==> config.mk <==
export PLATFORM = sky130hd
export DESIGN_NAME = cronometro_lap
export DESIGN_NICKNAME = d
export VERILOG_FILES = /design/src/rtl/cronometro_lap.sv
export SDC_FILE = /design/constraint.sdc
export NUM_CORES = 1
export LEC_CHECK = 0
export ABC_AREA = 1
export BUFFER_PORTS_ARGS = -buffer_cell sky130_fd_sc_hd__buf_2
export CORE_ASPECT_RATIO = 1.4
export CORE_MARGIN = 1
export CORE_UTILIZATION = 55
export CTS_BUF_LIST = sky130_fd_sc_hd__clkbuf_16
export DETAILED_ROUTE_END_ITERATION = 12
export GPL_ROUTABILITY_DRIVEN = 0
export PLACE_DENSITY = 0.86
export RECOVER_POWER = 100
export SLEW_MARGIN = 30
export SYNTH_ARGS = -nofsm -noshare
export SYNTH_HDL_FRONTEND = slang
export SYNTH_SLANG_ARGS = --single-unit
export TNS_END_PERCENT = 30
==> constraint.sdc <==
create_clock -name clk -period 2.5 [get_ports clk]
set_input_delay 0.375 -clock clk [delete_from_list [all_inputs] [get_ports clk]]
set_output_delay 0.375 -clock clk [all_outputs]
set_load 0.005 [all_outputs]
==> src/rtl/cronometro_lap.sv <==
// cronometro_lap: BCD stopwatch/timer with a built-in tick prescaler,
// count-up/count-down modes, clamped preset loading and lap capture.
//
// Parameters
//   TICK_DIV  clk cycles per counted second (>= 1)
//   H_MAX     maximum hour value (0..9)
// Ports
//   clk, reset                 clock, synchronous active-high reset
//   enable                     run when high, hold prescaler and digits when low
//   mode                       0 = count up, 1 = count down
//   load, ld_s0..ld_h          one-cycle preset strobe and preset digits
//   lap                        one-cycle lap-capture strobe
//   s0, s1, m0, m1, h          live BCD time
//   lap_s0..lap_h, lap_valid   captured lap time and capture flag
//   wrap                       one-cycle pulse on up-count rollover
//   done                       sticky down-count-finished flag
module cronometro_lap #(
  parameter int TICK_DIV = 50000000,
  parameter int H_MAX    = 9
) (
  input  logic       clk,
  input  logic       reset,
  input  logic       enable,
  input  logic       mode,
  input  logic       load,
  input  logic [3:0] ld_s0,
  input  logic [3:0] ld_s1,
  input  logic [3:0] ld_m0,
  input  logic [3:0] ld_m1,
  input  logic [3:0] ld_h,
  input  logic       lap,
  output logic [3:0] s0,
  output logic [3:0] s1,
  output logic [3:0] m0,
  output logic [3:0] m1,
  output logic [3:0] h,
  output logic [3:0] lap_s0,
  output logic [3:0] lap_s1,
  output logic [3:0] lap_m0,
  output logic [3:0] lap_m1,
  output logic [3:0] lap_h,
  output logic       lap_valid,
  output logic       wrap,
  output logic       done
);

  localparam int              PW         = (TICK_DIV > 1) ? $clog2(TICK_DIV) : 1;
  localparam logic [PW-1:0]   PRESC_LAST = PW'(TICK_DIV - 1);
  localparam logic [3:0]      HMAX       = 4'(H_MAX);

  logic [PW-1:0] presc_q, presc_d;
  logic [3:0]    s0_q, s1_q, m0_q, m1_q, h_q;
  logic [3:0]    s0_d, s1_d, m0_d, m1_d, h_d;
  logic [3:0]    ls0_q, ls1_q, lm0_q, lm1_q, lh_q;
  logic [3:0]    ls0_d, ls1_d, lm0_d, lm1_d, lh_d;
  logic          lap_valid_q, lap_valid_d;
  logic          wrap_q, wrap_d;
  logic          done_q, done_d;

  logic at_zero, at_one, at_max, frozen, tick;

  function automatic logic [3:0] clamp(input logic [3:0] v, input logic [3:0] mx);
    return (v > mx) ? mx : v;
  endfunction

  assign at_zero = (h_q == 4'd0) && (m1_q == 4'd0) && (m0_q == 4'd0) &&
                   (s1_q == 4'd0) && (s0_q == 4'd0);
  assign at_one  = (h_q == 4'd0) && (m1_q == 4'd0) && (m0_q == 4'd0) &&
                   (s1_q == 4'd0) && (s0_q == 4'd1);
  assign at_max  = (h_q == HMAX) && (m1_q == 4'd5) && (m0_q == 4'd9) &&
                   (s1_q == 4'd5) && (s0_q == 4'd9);

  // Down mode sitting at zero suppresses both the prescaler and the tick.
  assign frozen = mode && at_zero;
  assign tick   = enable && !frozen && (presc_q == PRESC_LAST);

  always_comb begin
    presc_d     = presc_q;
    s0_d        = s0_q;
    s1_d        = s1_q;
    m0_d        = m0_q;
    m1_d        = m1_q;
    h_d         = h_q;
    ls0_d       = ls0_q;
    ls1_d       = ls1_q;
    lm0_d       = lm0_q;
    lm1_d       = lm1_q;
    lh_d        = lh_q;
    lap_valid_d = lap_valid_q | lap;
    wrap_d      = 1'b0;
    done_d      = done_q && mode;

    // Lap samples the pre-update time, independent of load/tick.
    if (lap) begin
      ls0_d = s0_q;
      ls1_d = s1_q;
      lm0_d = m0_q;
      lm1_d = m1_q;
      lh_d  = h_q;
    end

    if (load) begin
      s0_d    = clamp(ld_s0, 4'd9);
      s1_d    = clamp(ld_s1, 4'd5);
      m0_d    = clamp(ld_m0, 4'd9);
      m1_d    = clamp(ld_m1, 4'd5);
      h_d     = clamp(ld_h, HMAX);
      presc_d = '0;
      done_d  = 1'b0;
    end else begin
      if (enable && !frozen) begin
        presc_d = tick ? '0 : presc_q + PW'(1);
      end
      if (tick && !mode) begin
        wrap_d = at_max;
        if (s0_q != 4'd9) begin
          s0_d = s0_q + 4'd1;
        end else begin
          s0_d = '0;
          if (s1_q != 4'd5) begin
            s1_d = s1_q + 4'd1;
          end else begin
            s1_d = '0;
            if (m0_q != 4'd9) begin
              m0_d = m0_q + 4'd1;
            end else begin
              m0_d = '0;
              if (m1_q != 4'd5) begin
                m1_d = m1_q + 4'd1;
              end else begin
                m1_d = '0;
                h_d  = (h_q == HMAX) ? 4'd0 : h_q + 4'd1;
              end
            end
          end
        end
      end else if (tick && mode) begin
        // Not frozen, so a borrow out of m1 always finds a nonzero hour.
        done_d = done_d | at_one;
        if (s0_q != 4'd0) begin
          s0_d = s0_q - 4'd1;
        end else begin
          s0_d = 4'd9;
          if (s1_q != 4'd0) begin
            s1_d = s1_q - 4'd1;
          end else begin
            s1_d = 4'd5;
            if (m0_q != 4'd0) begin
              m0_d = m0_q - 4'd1;
            end else begin
              m0_d = 4'd9;
              if (m1_q != 4'd0) begin
                m1_d = m1_q - 4'd1;
              end else begin
                m1_d = 4'd5;
                h_d  = h_q - 4'd1;
              end
            end
          end
        end
      end
    end
  end

  always_ff @(posedge clk) begin
    if (reset) begin
      presc_q     <= '0;
      s0_q        <= '0;
      s1_q        <= '0;
      m0_q        <= '0;
      m1_q        <= '0;
      h_q         <= '0;
      ls0_q       <= '0;
      ls1_q       <= '0;
      lm0_q       <= '0;
      lm1_q       <= '0;
      lh_q        <= '0;
      lap_valid_q <= 1'b0;
      wrap_q      <= 1'b0;
      done_q      <= 1'b0;
    end else begin
      presc_q     <= presc_d;
      s0_q        <= s0_d;
      s1_q        <= s1_d;
      m0_q        <= m0_d;
      m1_q        <= m1_d;
      h_q         <= h_d;
      ls0_q       <= ls0_d;
      ls1_q       <= ls1_d;
      lm0_q       <= lm0_d;
      lm1_q       <= lm1_d;
      lh_q        <= lh_d;
      lap_valid_q <= lap_valid_d;
      wrap_q      <= wrap_d;
      done_q      <= done_d;
    end
  end

  assign s0        = s0_q;
  assign s1        = s1_q;
  assign m0        = m0_q;
  assign m1        = m1_q;
  assign h         = h_q;
  assign lap_s0    = ls0_q;
  assign lap_s1    = ls1_q;
  assign lap_m0    = lm0_q;
  assign lap_m1    = lm1_q;
  assign lap_h     = lh_q;
  assign lap_valid = lap_valid_q;
  assign wrap      = wrap_q;
  assign done      = done_q;

endmodule

# --- Word-level counts from Yosys, hierarchy flattened ---
# Index checks and enable logic that the tools add are counted.
classes:
  bitwise_logic: 3
  n_mux: 52
  n_reduce_logical: 33
  n_lt_le_gt_ge: 5
  addsub: 11
  eq_ne: 19
op_table:
  columns: ["cell", "n"]
  rows:
  - ["4-bit two-way mux", 49]
  - ["26-bit by 1-bit adder with 26-bit output (second input constant)", 1]
  - ["26-bit equality test (second input constant)", 1]
  - ["26-bit two-way mux", 1]
  - ["3-bit inequality test (second input constant)", 8]
  - ["4-bit by 1-bit adder with 4-bit output (second input constant)", 5]
  - ["4-bit zero test", 5]
  - ["4-bit by 1-bit subtractor with 4-bit output (second input constant)", 5]
  - ["4-bit nonzero test", 4]
  - ["1-bit logical AND", 15]
  - ["4-bit equality test (second input constant)", 3]
  - ["4-bit greater-than comparator (second input constant)", 3]
  - ["9-bit AND reduction", 1]
  - ["4-bit by 3-bit equality test with 1-bit output (second input constant)", 2]
  - ["4-bit by 3-bit greater-than comparator with 1-bit output (second input constant)", 2]
  - ["4-bit by 3-bit inequality test with 1-bit output (second input constant)", 2]
  - ["4-bit inequality test (second input constant)", 2]
  - ["7-bit AND reduction", 1]
  - ["5-bit AND reduction", 1]
  - ["4-bit by 1-bit equality test with 1-bit output (second input constant)", 1]
  - ["3-bit AND reduction", 1]
  - ["3-bit nonzero test", 1]
  - ["3-bit OR reduction", 1]
  - ["1-bit zero test", 2]
  - ["other kinds (4)", 6]
word_totals:
  out_inout_bits: 43
  inputBits: 26
  wordCells: 137
  regBits: 69

# --- Longest topological paths before layout ---
# Gate-level depths: netlist of run 1.
logic_depth:
  ltp_word: 13
  mapped_depth: 16

# --- Worst setup path before layout of run 1 ---
# No wires, ideal clock.
synth_timing:
  path_kind: "register -> register"
  startpoint: "register h_q[0], in the netlist h[0]"
  endpoint: "register m1_q[0], in the netlist m1[0]"
  t_arrival_ns: 1.842
  slack_ns: 0.543
  setup_time_ns: 0.115
  period_less_slack_ns: 1.957
  stages_incl_launch_ff: 16
  n_path_buf: 1
  path_cell_list: "dfxtp_1 -> inv_1 -> ha_1 -> nand2_1 -> nor2_1 -> nand3_2 -> nand2_4 -> nor2_4 -> inv_2 -> nand2_2 -> nand3_4 -> nor2_8 -> buf_6 -> nand3_1 -> nand2_1 -> nor2_1"
synth_between:
  elab_chain_cells: 12
  word_cells_on_any_way: 21
synth_lines:
  columns: ["element", "line", "rtl"]
  rows:
  - ["start: declaration", "52", "logic [3:0] s0_q, s1_q, m0_q, m1_q, h_q;"]
  - ["start signal: assignment", "172", "h_q <= '0;"]
  - ["start signal: assignment", "187", "h_q <= h_d;"]
  - ["4-bit zero test *", "66", "assign at_zero = (h_q == 4'd0) && (m1_q == 4'd0) && (m0_q == 4'd0) &&"]
  - ["1-bit logical AND * (3 in series)", "66", null]
  - ["1-bit logical AND *", "67", "(s1_q == 4'd0) && (s0_q == 4'd0);"]
  - ["1-bit logical AND *", "74", "assign frozen = mode && at_zero;"]
  - ["1-bit zero test *", "75", "assign tick = enable && !frozen && (presc_q == PRESC_LAST);"]
  - ["1-bit logical AND * (2 in series)", "75", null]
  - ["1-bit logical AND, on equally long branches", "114, 137", null]
  - ["3-bit inequality test (no source line) (tied with other cells)", null, null]
  - ["7-bit AND reduction (no source line) / 4-bit two-way mux (equally long branches)", null, null]
  - ["end signal: assignment", "186", "m1_q <= m1_d;"]
  - ["end: declaration", "52", null]
# Every way passes the cells marked *; elsewhere a longest branch is shown, timed or not.
# A chain may end at the register's enable or synchronous reset.

# --- Worst setup path in the final report of run 1 ---
layout_timing:
  startpoint: "register h_q[1], in the netlist h[1]"
  endpoint: "register m1_q[0], in the netlist m1[0]"
# Same word-level chain as after synthesis.

==> qor.log, run 1 <==
INFO  status         result_of_the_run=complete, no violations
INFO  power          pwr_density_cell=609nW/um^2
INFO  floorplan      die_y=104um
INFO  logic_synthesis syn_area=4050um^2
INFO  logic_synthesis synthDominantAreaCellType=sky130_fd_sc_hd__dfxtp_1
INFO  route          routedWlPerCell=14.3um
INFO  sta            skew=0.00563ns
INFO  clock_tree     clk_path_buf_depth=2
INFO  clock_tree     clk_latency=0.34ns
INFO  logic_synthesis synth_cells=612
INFO  run            max_cap_viol_count=0
INFO  setup_path     critical_path_depth=15
INFO  logic_synthesis synth-warning-count=0
INFO  finish         finalInstanceArea=4710um^2
INFO  sta            max_freq=428MHz
INFO  global_route   grt.overflow.total=0
INFO  logic_synthesis synth.area.top_cells=sky130_fd_sc_hd__dfxtp_1, sky130_fd_sc_hd__nor2_1, sky130_fd_sc_hd__nand2_1
INFO  route          firstDrtPassIters=8
INFO  placement      post-dp-hpwl=8.14mm
INFO  logic_synthesis synth_nets=644
INFO  sta            max_slew_margin=0.380
INFO  setup_path     critical_path_peak_fanout=14
INFO  finish         n_antenna_cell=0
INFO  floorplan      core-area=7030um^2
INFO  sta            final.setup.tns=0ns
INFO  placement      placed_cells_incl_taps=767
INFO  floorplan      start_util=0.576
INFO  global_route   grt_antenna_before_repair=0
INFO  logic_synthesis yosys_most_used_dff=sky130_fd_sc_hd__dfxtp_1
INFO  setup_path     worst_setup_path_end_kind=flop
INFO  hold_path      hp-class=input pin to flop
INFO  setup_path     reg2reg_depth=15
INFO  finish         fraction_of_layout_cells_with_a_size_suffix_above_1=0.145
INFO  clock_tree     clk_transition_reported_paths=0.05ns
INFO  route          drt-vias-per-instance=5.69
INFO  logic_synthesis synth-seq-cells=69
INFO  sta            final_report_max_slew_violation_count=0
INFO  setup_path     crit_path_frequent_cell=sky130_fd_sc_hd__nand2_1
INFO  finish         layout-area-overhead-vs-synth=16.3%
INFO  setup_path     cpMaxStageDelayCell=sky130_fd_sc_hd__dfxtp_1
INFO  placement      numPortBuffers=68
INFO  clock_tree     clkSinkCount=69
INFO  logic_synthesis yosysTopAreaCellShare=0.341
INFO  setup_path     cp.required=2.73ns
INFO  floorplan      count_of_pins_on_the_block_boundary=69
INFO  route          detail_route.wirelength=11.2mm
INFO  global_route   largest_net_degree_at_the_start_of_global_routing=35
INFO  sta            post-route-period-util=0.934
INFO  finish         final_nets=716
INFO  setup_path     criticalPathCategory=flop to flop
INFO  clock_tree     cts_buffers=9
INFO  setup_path     crit_path_start_kind=flop
INFO  setup_path     max_stage_delay=0.40ns
INFO  global_route   global_routing_usage_summed_across_all_routing_layers=0.306
INFO  power          total_power=2.87mW
INFO  route          routed-via-count=4,455
INFO  finish         fillers=628
INFO  logic_synthesis async_sr_flop_fraction=0
INFO  power          irDropWorstVdd=0.378mV
INFO  finish         fin_cells=783
INFO  logic_synthesis synth_commonest_cells=sky130_fd_sc_hd__nor2_1, sky130_fd_sc_hd__nand2_1, sky130_fd_sc_hd__dfxtp_1, sky130_fd_sc_hd__inv_1
INFO  sta            worst_pin_slew=0.931ns
INFO  floorplan      die_area=7710um^2
INFO  clock_tree     tritoncts=done
INFO  clock_tree     holdBufCountCts=0
INFO  hold_path      holdPathStages=2
INFO  setup_path     crit_family=simple AND/OR/NAND/NOR gates
INFO  placement      postPlaceCellArea=4480um^2
INFO  floorplan      fp.dieW=74.5um
INFO  route          remaining_drc_errors=0
INFO  clock_tree     cts_root_buffer=sky130_fd_sc_hd__clkbuf_16
INFO  logic_synthesis synth_edf_count=0
INFO  logic_synthesis yosysMostFrequentCell=sky130_fd_sc_hd__nor2_1
INFO  clock_tree     ctsHtreeMaxLevel=3
INFO  global_route   wire_length_of_the_first_global_routing_pass=18.4mm
INFO  route          drtIter0Drc=368
INFO  logic_synthesis yosysSeqAreaShare=0.341
INFO  sta            timing_hold_violations_final=0
INFO  setup_path     worst_ep_arrival_time=2.56ns
INFO  setup_path     cp_cell_sequence=inv_1 > ha_1 > nand2_1 > nor2_1 > nand3_2 > nand2_4 > nor2_4 > clkinv_1 > nand2_1 > nand3_4 > nor2_8 > buf_12 > nand3_1 > nand2_1 > nor2_1
INFO  route          final_antenna_net_count=0
INFO  power          p_leak=1.95nW
INFO  global_route   first_global_vias=4,207
INFO  floorplan      rows=36
INFO  sta            fin_crit=2.34ns
INFO  setup_path     worst-path-buf-inv=3
INFO  logic_synthesis synth_cell_type_count=42
INFO  sta            timing.final.setup_violations=0
INFO  logic_synthesis syn_area_per_cell=6.61um^2
-- per-layer routing --
layer  GRT usage  wire length (um)
met1       0.325              4260
met2       0.523              5730
met3      0.0788               719
met4       0.177               501
met5           0                 0
-- through the flow --
| stage | utilization | setup slack [ns] | hold WS (ns) |
|---|---|---|---|
| 6_report | 0.670 | 0.165 | 0.307 |
| 5_1_grt | 0.670 | -0.000221 | 0.312 |
| 4_1_cts | 0.674 | 0.122 | 0.308 |
| 3_5_place_dp | 0.637 | 0.156 | 0.467 |
| 3_3_place_gp | 0.637 | 0.304 | 0.445 |
| 2_1_floorplan | - | 0.543 | 0.443 |
-- repair_timing --
action,CTS,global route
setup endpoints to repair,0,10
buffers inserted,0,1
gates resized for setup,0,4
-- worst reg2reg max path, stage by stage, from the launching register on --
cell	delay, ns
sky130_fd_sc_hd__dfxtp_1	0.40
sky130_fd_sc_hd__inv_1	0.15
sky130_fd_sc_hd__ha_1	0.20
sky130_fd_sc_hd__nand2_1	0.09
sky130_fd_sc_hd__nor2_1	0.07
sky130_fd_sc_hd__nand3_2	0.09
sky130_fd_sc_hd__nand2_4	0.13
sky130_fd_sc_hd__nor2_4	0.20
sky130_fd_sc_hd__clkinv_1	0.09
sky130_fd_sc_hd__nand2_1	0.14
sky130_fd_sc_hd__nand3_4	0.15
sky130_fd_sc_hd__nor2_8	0.16
sky130_fd_sc_hd__buf_12	0.14
sky130_fd_sc_hd__nand3_1	0.09
sky130_fd_sc_hd__nand2_1	0.07
sky130_fd_sc_hd__nor2_1	0.04
-- cell families after synthesis --
family / Yosys count / synth area share
AND/OR/NAND/NOR: 318 / 0.366
AO/OA/AOI/OAI: 127 / 0.171
buffers and inverters: 83 / 0.0841
flip-flops: 69 / 0.341
XOR/XNOR: 9 / 0.0195
adder cells (fa/ha/maj): 6 / 0.0185
-- area by class of cell --
| class | instances | area (um^2) | area share |
|---|---|---|---|
| multi-input combinational | 460 | 2320 | 0.493 |
| clock inverter | 6 | 32.5 | 0.00691 |
| tap | 95 | 119 | 0.0252 |
| sequential | 69 | 1380 | 0.294 |
| clock buffer | 9 | 225 | 0.0478 |
| timing repair buffer | 76 | 370 | 0.0787 |
| inverter | 68 | 258 | 0.0547 |
-- registers in the layout, indices dropped and copies added, names as in the netlist --
signal     cells
lap_s1         4
m0             4
wrap           1
lap_m1         4
s0             4
done           1
lap_h          4
presc_q       26
lap_m0         4
m1             4
h              4
s1             4
lap_s0         4
lap_valid      1
-- final timing paths --
| path | startpoint | to | slack [ns] |
|---|---|---|---|
| hold reg to reg | lap_valid$_SDFF_PP0_ | lap_valid$_SDFF_PP0_ | 0.47 |
| setup / recovery | h[1]$_SDFFE_PP0P_ | m1[0]$_SDFFE_PP0P_ | 0.16 |
| hold / removal | reset | lap_valid$_SDFF_PP0_ | 0.31 |
| setup reg to reg | h[1]$_SDFFE_PP0P_ | m1[0]$_SDFFE_PP0P_ | 0.16 |
-- placed cells by master, fill, tap and decap left out, types with 2 or more instances in the layout --
cell	synthesis	routed
sky130_fd_sc_hd__nand4_1	11	11
sky130_fd_sc_hd__nand2_4	2	2
sky130_fd_sc_hd__xor2_1	7	7
sky130_fd_sc_hd__clkbuf_1	9	25
sky130_fd_sc_hd__nand3_1	44	44
sky130_fd_sc_hd__inv_1	55	56
sky130_fd_sc_hd__buf_4	0	3
sky130_fd_sc_hd__or2_2	2	2
sky130_fd_sc_hd__clkbuf_16	0	9
sky130_fd_sc_hd__clkinvlp_4	0	2
sky130_fd_sc_hd__o211ai_1	6	6
sky130_fd_sc_hd__o21ai_1	5	5
sky130_fd_sc_hd__a21oi_1	51	51
sky130_fd_sc_hd__nand2_2	7	6
sky130_fd_sc_hd__nand2_1	102	103
sky130_fd_sc_hd__xnor2_1	2	2
sky130_fd_sc_hd__nand3_2	4	4
sky130_fd_sc_hd__clkinv_1	2	4
sky130_fd_sc_hd__buf_2	3	45
sky130_fd_sc_hd__nor2_2	5	3
sky130_fd_sc_hd__a211oi_1	5	5
sky130_fd_sc_hd__o21ai_0	51	51
sky130_fd_sc_hd__nor2_1	107	109
sky130_fd_sc_hd__inv_2	10	9
sky130_fd_sc_hd__nor2_4	3	3
sky130_fd_sc_hd__ha_1	6	6
sky130_fd_sc_hd__clkinv_2	0	2
sky130_fd_sc_hd__nor3_1	16	17
sky130_fd_sc_hd__a22oi_1	3	3
sky130_fd_sc_hd__dfxtp_1	69	67
sky130_fd_sc_hd__nor2_8	2	2
sky130_fd_sc_hd__nor4_1	6	5
sky130_fd_sc_hd__dfxtp_2	0	2
-- where the power goes --
group	switching (mW)	total (mW)	internal [mW]
Sequential	0.0614	1.22	1.16
Clock	0.464	1.12	0.653
Combinational	0.337	0.529	0.192
Total	0.863	2.87	2.00
Power figures use the tool's default switching activity.
==> inputs of run 2 (changes only) <==
==> constraint.sdc (replaced) <==
create_clock -name clk -period 2.5 [get_ports clk]
set_input_delay 0.25 -clock clk [delete_from_list [all_inputs] [get_ports clk]]
set_output_delay 0.25 -clock clk [all_outputs]
set_load 0.005 [all_outputs]
==> run 2 against run 1 <==
Compared with the run above: sequential power about the same; global-route usage decreased by 0.60 points; non-clock buffer count increased by 2.
==> qor.log, run 2 (synthesized netlist as in run 1, its figures left out) <==
INFO  sta            timing_hold_violations_final=0 [unchanged]
INFO  sta            final.setup.worst_slack=0.184ns [+0.0189 ns]
INFO  finish         final_nets=718 [+0.28%]
INFO  global_route   grt.overflow.total=0 [unchanged]
INFO  floorplan      core-area=7030um^2 [unchanged]
INFO  global_route   grt_antenna_before_repair=0 [unchanged]
INFO  setup_path     worst_setup_path_end_kind=flop
INFO  sta            rsz_0062_raised_after_global_routing=false
INFO  route          routed-via-count=4,437 [-0.40%]
INFO  global_route   wire_length_of_the_first_global_routing_pass=18.0mm [-2.0%]
INFO  sta            skew=0.00822ns [+0.00259 ns]
INFO  placement      place_ws=0.152ns [-0.00391 ns]
INFO  power          pwr_density_cell=632nW/um^2 [+3.8%]
INFO  floorplan      rows=36 [unchanged]
INFO  finish         layout-area-overhead-vs-synth=16.5%
INFO  route          firstDrtPassIters=5 [-3]
INFO  sta            final_report_max_slew_violation_count=0 [unchanged]
INFO  setup_path     worst_ep_arrival_time=2.55ns [about the same]
INFO  clock_tree     cts_buffers=9 [unchanged]
INFO  route          remaining_drc_errors=0 [unchanged]
INFO  status         result_of_the_run=complete, no violations
INFO  sta            timing.hold.ws=0.272ns [-0.0355 ns]
INFO  floorplan      die_y=104um [unchanged]
INFO  sta            timing.final.setup_violations=0 [unchanged]
INFO  route          drt-vias-per-instance=5.65 [-0.66%]
INFO  route          drtIter0Drc=323 [-12%]
INFO  clock_tree     tritoncts=done
INFO  clock_tree     ctsHtreeMaxLevel=3 [unchanged]
INFO  hold_path      hp-class=input pin to flop
INFO  power          irDropWorstVdd=0.445mV [+18%]
INFO  global_route   first_global_vias=4,157 [-1.2%]
INFO  finish         registers.top_by_ff_count=presc_q
INFO  sta            post-route-period-util=0.927 [-0.00755]
INFO  finish         n_antenna_cell=0 [unchanged]
INFO  sta            fin_crit=2.32ns [-0.0189 ns]
INFO  floorplan      start_util=0.576 [unchanged]
INFO  route          detail_route.wirelength=11.3mm [+0.51%]
INFO  clock_tree     clk_latency=0.34ns [about the same]
INFO  sta            worst_pin_slew=0.852ns [-0.0789 ns]
INFO  route          routedWlPerCell=14.4um [+0.25%]
INFO  placement      numPortBuffers=68 [unchanged]
INFO  finish         fillers=636 [+1.3%]
INFO  clock_tree     holdBufCountCts=0 [unchanged]
INFO  global_route   global_routing_usage_summed_across_all_routing_layers=0.300 [-0.00600]
INFO  finish         final_cell_mix=sky130_fd_sc_hd__nor2_1, sky130_fd_sc_hd__nand2_1, sky130_fd_sc_hd__dfxtp_1
INFO  setup_path     critical_path_peak_fanout=14 [unchanged]
INFO  floorplan      fp.dieW=74.5um [unchanged]
INFO  finish         largest_reg_flops=26 [unchanged]
INFO  setup_path     criticalPathCategory=flop to flop
INFO  clock_tree     clk_path_buf_depth=2 [unchanged]
INFO  setup_path     cp.required=2.73ns [about the same]
INFO  placement      post-dp-hpwl=8.31mm [+2.0%]
INFO  floorplan      die_area=7710um^2 [unchanged]
INFO  route          final_antenna_net_count=0 [unchanged]
INFO  floorplan      count_of_pins_on_the_block_boundary=69 [unchanged]
INFO  run            max_cap_viol_count=0 [unchanged]
INFO  sta            max_freq=432MHz [+0.81%]
INFO  finish         fraction_of_layout_cells_with_a_size_suffix_above_1=0.132 [-0.0135]
INFO  power          p_leak=1.94nW [-0.37%]
INFO  finish         layout_commonest_cell=sky130_fd_sc_hd__nor2_1
INFO  sta            final.setup.tns=0ns [unchanged]
INFO  clock_tree     clk_transition_reported_paths=0.06ns [about the same]
INFO  clock_tree     clkSinkCount=69 [unchanged]
INFO  clock_tree     cts_root_buffer=sky130_fd_sc_hd__clkbuf_16
INFO  setup_path     crit_path_start_kind=flop
INFO  sta            max_slew_margin=0.432 [+0.0526]
INFO  global_route   largest_net_degree_at_the_start_of_global_routing=21 [-40%]
==> run 2: cell types whose count changed in the layout (fill, tap and decap cells not counted), moves of 2 or more <==
| cell | change |
|---|---|
| sky130_fd_sc_hd__clkinv_2 | -2 |
| sky130_fd_sc_hd__buf_2 | -3 |
| sky130_fd_sc_hd__dfxtp_2 | -2 |
| sky130_fd_sc_hd__buf_4 | -2 |
| sky130_fd_sc_hd__dfxtp_1 | +2 |
| sky130_fd_sc_hd__clkbuf_1 | +7 |
==> run 2: final timing paths <==
kind / start / end / slack (ns) / cells past startpoint
hold reg to reg: lap_valid$_SDFF_PP0_ / lap_valid$_SDFF_PP0_ / 0.47 / 2
setup reg to reg: h[0]$_SDFFE_PP0P_ / m1[1]$_SDFFE_PP0P_ / 0.18 / 15
hold / removal: ld_m0[0] / m0[0]$_SDFFE_PP0P_ / 0.27 / 5
setup / recovery: h[0]$_SDFFE_PP0P_ / m1[1]$_SDFFE_PP0P_ / 0.18 / 15
==> run 2: area by class of cell <==
| class | count | area (um^2) | area share |
|---|---|---|---|
| clock buffers | 9 | 225 | 0.0477 |
| clock inverters | 6 | 56.3 | 0.0119 |
| inverters | 68 | 258 | 0.0546 |
| multi-input cells | 460 | 2310 | 0.490 |
| flip-flops and latches | 69 | 1380 | 0.293 |
| well taps | 95 | 119 | 0.0252 |
| repair buffers | 78 | 367 | 0.0777 |
==> run 2: repair_timing <==
item                                    in CTS  in global routing
hold endpoints to repair                     0                  0
resized for setup                            0                  1
endpoints found under the setup margin       0                  6
setup buffers                                0                  1
==> run 2: routing by layer <==
metal  up-vias  share of wire  track usage
li1       2187              -            -
met1      2046           0.39        0.313
met2       169           0.52        0.524
met3        35          0.054       0.0623
met5         -              0            0
met4         0          0.045        0.185
==> run 2: critical path, stage by stage, from the launching register on <==
cell                      delay, ns
sky130_fd_sc_hd__dfxtp_1       0.41
sky130_fd_sc_hd__inv_1         0.16
sky130_fd_sc_hd__ha_1          0.23
sky130_fd_sc_hd__nand2_1       0.08
sky130_fd_sc_hd__nor2_1        0.06
sky130_fd_sc_hd__nand3_2       0.09
sky130_fd_sc_hd__nand2_4       0.13
sky130_fd_sc_hd__nor2_8        0.17
sky130_fd_sc_hd__nand2_4       0.13
sky130_fd_sc_hd__nand3_2       0.12
sky130_fd_sc_hd__nand3_4       0.13
sky130_fd_sc_hd__nor2_8        0.15
sky130_fd_sc_hd__buf_12        0.14
sky130_fd_sc_hd__nand3_1       0.08
sky130_fd_sc_hd__nand2_1       0.07
sky130_fd_sc_hd__nor2_1        0.05
==> run 2: power by group <==
part           switching, mW  total [mW]  internal (mW)
Combinational          0.336       0.528          0.192
Clock                  0.481        1.24          0.755
Sequential            0.0580        1.22           1.16
==> run 2: per-stage QoR <==
step | utilization | area, um^2 | std cells | total power [mW]
final | 0.671 | 4720 | 785 | 2.98
after global routing | 0.671 | 4720 | 785 | 3.11
after CTS | 0.679 | 4770 | 784 | 2.99
after detailed placement | 0.639 | 4490 | 769 | 1.76
after global placement | 0.639 | 4490 | 769 | 1.74
after floorplan | - | 4050 | 612 | 1.58
==> inputs of run 3 (changes only) <==
--- a/config.mk
+++ b/config.mk
@@ -7,6 +7,7 @@
 export LEC_CHECK = 0
 export ABC_AREA = 1
 export BUFFER_PORTS_ARGS = -buffer_cell sky130_fd_sc_hd__buf_2
+export CAP_MARGIN = 5
 export CORE_ASPECT_RATIO = 1.4
 export CORE_MARGIN = 1
 export CORE_UTILIZATION = 55
==> constraint.sdc (replaced) <==
create_clock -name clk -period 2.9 [get_ports clk]
set_input_delay 0.29 -clock clk [delete_from_list [all_inputs] [get_ports clk]]
set_output_delay 0.29 -clock clk [all_outputs]
set_load 0.005 [all_outputs]
==> run 3 against run 2 <==
Compared with the run above: cell count down 0.76%; via count fell by 1.5%; sequential share of layout area down 0.16 points; worst setup slack better by 0.22 ns; global-route usage is 0.17 points higher; hold slack worse by 0.053 ns; non-clock buffer count fell by 7; critical endpoint is now h[2]$_SDFFE_PP0P_; largest power group unchanged; highest routed layer unchanged.
==> qor.log, run 3 (synthesized netlist as in run 1, its figures left out) <==
INFO  global_route   grt_most_used_layer=met2
INFO  floorplan      rows=36 [unchanged]
INFO  finish         fraction_of_layout_cells_with_a_size_suffix_above_1=0.142 [+0.00993]
INFO  run            max_cap_viol_count=0 [unchanged]
INFO  global_route   grt_util_met1=0.322 [+0.00976]
INFO  placement      numPortBuffers=68 [unchanged]
INFO  setup_path     worst_setup_path_end_kind=flop
INFO  global_route   global_route.usage.met3=0.0827 [+0.0204]
INFO  sta            fin_crit=2.49ns [+0.178 ns]
INFO  global_route   largest_net_degree_at_the_start_of_global_routing=37 [+76%]
INFO  global_route   first_global_vias=4,124 [-0.79%]
INFO  floorplan      die_area=7710um^2 [unchanged]
INFO  clock_tree     clk_transition_reported_paths=0.06ns [about the same]
INFO  route          drt-vias-per-instance=5.61 [-0.77%]
INFO  route          routed-via-count=4,369 [-1.5%]
INFO  sta            max_slew_margin=0.0892 [-0.343]
INFO  sta            rsz_0062_raised_after_global_routing=false
INFO  floorplan      core-area=7030um^2 [unchanged]
INFO  power          irDropWorstVdd=0.478mV [+7.4%]
INFO  finish         largest_reg_flops=26 [unchanged]
INFO  finish         finalInstanceArea=4740um^2 [+0.56%]
INFO  sta            final.setup.tns=0ns [unchanged]
INFO  global_route   wire_length_of_the_first_global_routing_pass=18.1mm [+0.42%]
INFO  hold_path      hp-class=input pin to flop
INFO  global_route   global_routing_usage_summed_across_all_routing_layers=0.301 [+0.00173]
INFO  finish         layout-area-overhead-vs-synth=17.2%
INFO  floorplan      die_y=104um [unchanged]
INFO  route          detail_route.wirelength=11.2mm [-0.77%]
INFO  route          firstDrtPassIters=5 [unchanged]
INFO  sta            final_report_max_slew_violation_count=0 [unchanged]
INFO  finish         final_nets=711 [-0.97%]
INFO  floorplan      start_util=0.576 [unchanged]
INFO  clock_tree     holdBufCountCts=0 [unchanged]
INFO  setup_path     crit_path_start_kind=flop
INFO  setup_path     cp.required=3.18ns [+0.45 ns]
INFO  setup_path     worst_ep_arrival_time=2.77ns [+0.22 ns]
INFO  global_route   grt_antenna_before_repair=0 [unchanged]
INFO  sta            worst_pin_slew=1.37ns [+0.515 ns]
INFO  placement      postPlaceCellArea=4450um^2 [-1.0%]
INFO  clock_tree     clkSinkCount=69 [unchanged]
INFO  clock_tree     cts-resized-gates=0 [unchanged]
INFO  status         result_of_the_run=complete, no violations
INFO  placement      post-dp-hpwl=8.21mm [-1.2%]
INFO  clock_tree     clk_latency=0.34ns [about the same]
INFO  sta            post-route-period-util=0.860 [-0.0663]
INFO  sta            timing_hold_violations_final=0 [unchanged]
INFO  finish         final_cell_mix=sky130_fd_sc_hd__nor2_1, sky130_fd_sc_hd__nand2_1, sky130_fd_sc_hd__dfxtp_1
INFO  sta            skew=0.0124ns [+0.00416 ns]
INFO  clock_tree     cts_root_buffer=sky130_fd_sc_hd__clkbuf_16
INFO  power          pwr_density_cell=583nW/um^2 [-7.8%]
INFO  route          remaining_drc_errors=0 [unchanged]
INFO  clock_tree     ctsHtreeMaxLevel=3 [unchanged]
INFO  floorplan      fp.dieW=74.5um [unchanged]
INFO  route          routedWlPerCell=14.4um [about the same]
INFO  clock_tree     tritoncts=done
INFO  clock_tree     clk_path_buf_depth=2 [unchanged]
INFO  route          drtIter0Drc=284 [-12%]
INFO  sta            timing.final.setup_violations=0 [unchanged]
INFO  global_route   met2_usage=0.520 [-0.00386]
INFO  power          total_power=2.76mW [-7.2%]
INFO  setup_path     critical_path_peak_fanout=12 [-2]
INFO  floorplan      count_of_pins_on_the_block_boundary=69 [unchanged]
INFO  clock_tree     cts_buffers=9 [unchanged]
INFO  sta            max_freq=401MHz [-7.2%]
INFO  finish         n_antenna_cell=0 [unchanged]
INFO  route          final_antenna_net_count=0 [unchanged]
INFO  setup_path     criticalPathCategory=flop to flop
INFO  global_route   grt.overflow.total=0 [unchanged]
INFO  power          p_leak=1.98nW [+1.9%]
INFO  clock_tree     post-cts-setup-buffer-count=0 [unchanged]
INFO  finish         registers.top_by_ff_count=presc_q
INFO  finish         layout_commonest_cell=sky130_fd_sc_hd__nor2_1
## run 3: cell count changes in the layout (fill, tap and decap cells not counted), moves of 2 or more
| cell | previous run | this run |
|---|---|---|
| sky130_fd_sc_hd__clkinvlp_4 | 2 | 0 |
| sky130_fd_sc_hd__buf_2 | 42 | 47 |
| sky130_fd_sc_hd__clkbuf_1 | 32 | 22 |
| sky130_fd_sc_hd__clkinv_4 | 0 | 2 |
| sky130_fd_sc_hd__clkinv_1 | 4 | 2 |
| sky130_fd_sc_hd__bufinv_16 | 1 | 3 |
## run 3: metal layers
layer	up-vias	share of wire
li1	2176	-
met1	2025	0.39
met2	145	0.52
met3	23	0.053
met4	0	0.036
met5	-	0
## run 3: metrics by stage
step	utilization	setup WS (ns)	hold WS, ns	instances
final	0.675	0.405	0.218	779
after global routing	0.675	0.199	0.222	779
after detailed placement	0.633	0.585	0.454	763
after CTS	0.682	0.566	0.214	779
after floorplan	-	0.943	0.359	612
after global placement	0.633	0.712	0.445	763
## run 3: worst max-delay path, stage by stage (launching register included)
cell	delay (ns)
sky130_fd_sc_hd__dfxtp_1	0.40
sky130_fd_sc_hd__inv_1	0.16
sky130_fd_sc_hd__ha_1	0.21
sky130_fd_sc_hd__nand2_1	0.08
sky130_fd_sc_hd__nor2_1	0.06
sky130_fd_sc_hd__nand3_2	0.09
sky130_fd_sc_hd__nand2_4	0.13
sky130_fd_sc_hd__nor2_4	0.21
sky130_fd_sc_hd__nand2_1	0.12
sky130_fd_sc_hd__nor2_1	0.53
sky130_fd_sc_hd__nand3_1	0.15
sky130_fd_sc_hd__o211ai_1	0.12
sky130_fd_sc_hd__nor2_1	0.07
sky130_fd_sc_hd__nor2_1	0.10
## run 3: cell type report
class                      instances  area [um^2]
clock inverter                     7          121
tap                               95          119
sequential                        69         1380
multi-input combinational        460         2310
fill                             609         2280
clock buffer                       9          225
inverter                          68          258
timing repair buffer              71          333
## run 3: path summary, 6_finish.rpt
check	startpoint	endpoint	slack, ns	cells past startpoint
max	h[1]$_SDFFE_PP0P_	h[2]$_SDFFE_PP0P_	0.41	13
min	reset	s1[0]$_SDFFE_PP0P_	0.22	2
max reg2reg	h[1]$_SDFFE_PP0P_	h[2]$_SDFFE_PP0P_	0.41	13
min reg2reg	lap_valid$_SDFF_PP0_	lap_valid$_SDFF_PP0_	0.46	2
## run 3: power by group
group | internal [mW] | switching, mW | total, mW
Clock | 0.843 | 0.426 | 1.27
Combinational | 0.158 | 0.280 | 0.438
Sequential | 0.999 | 0.0589 | 1.06
Total | 2.00 | 0.764 | 2.76
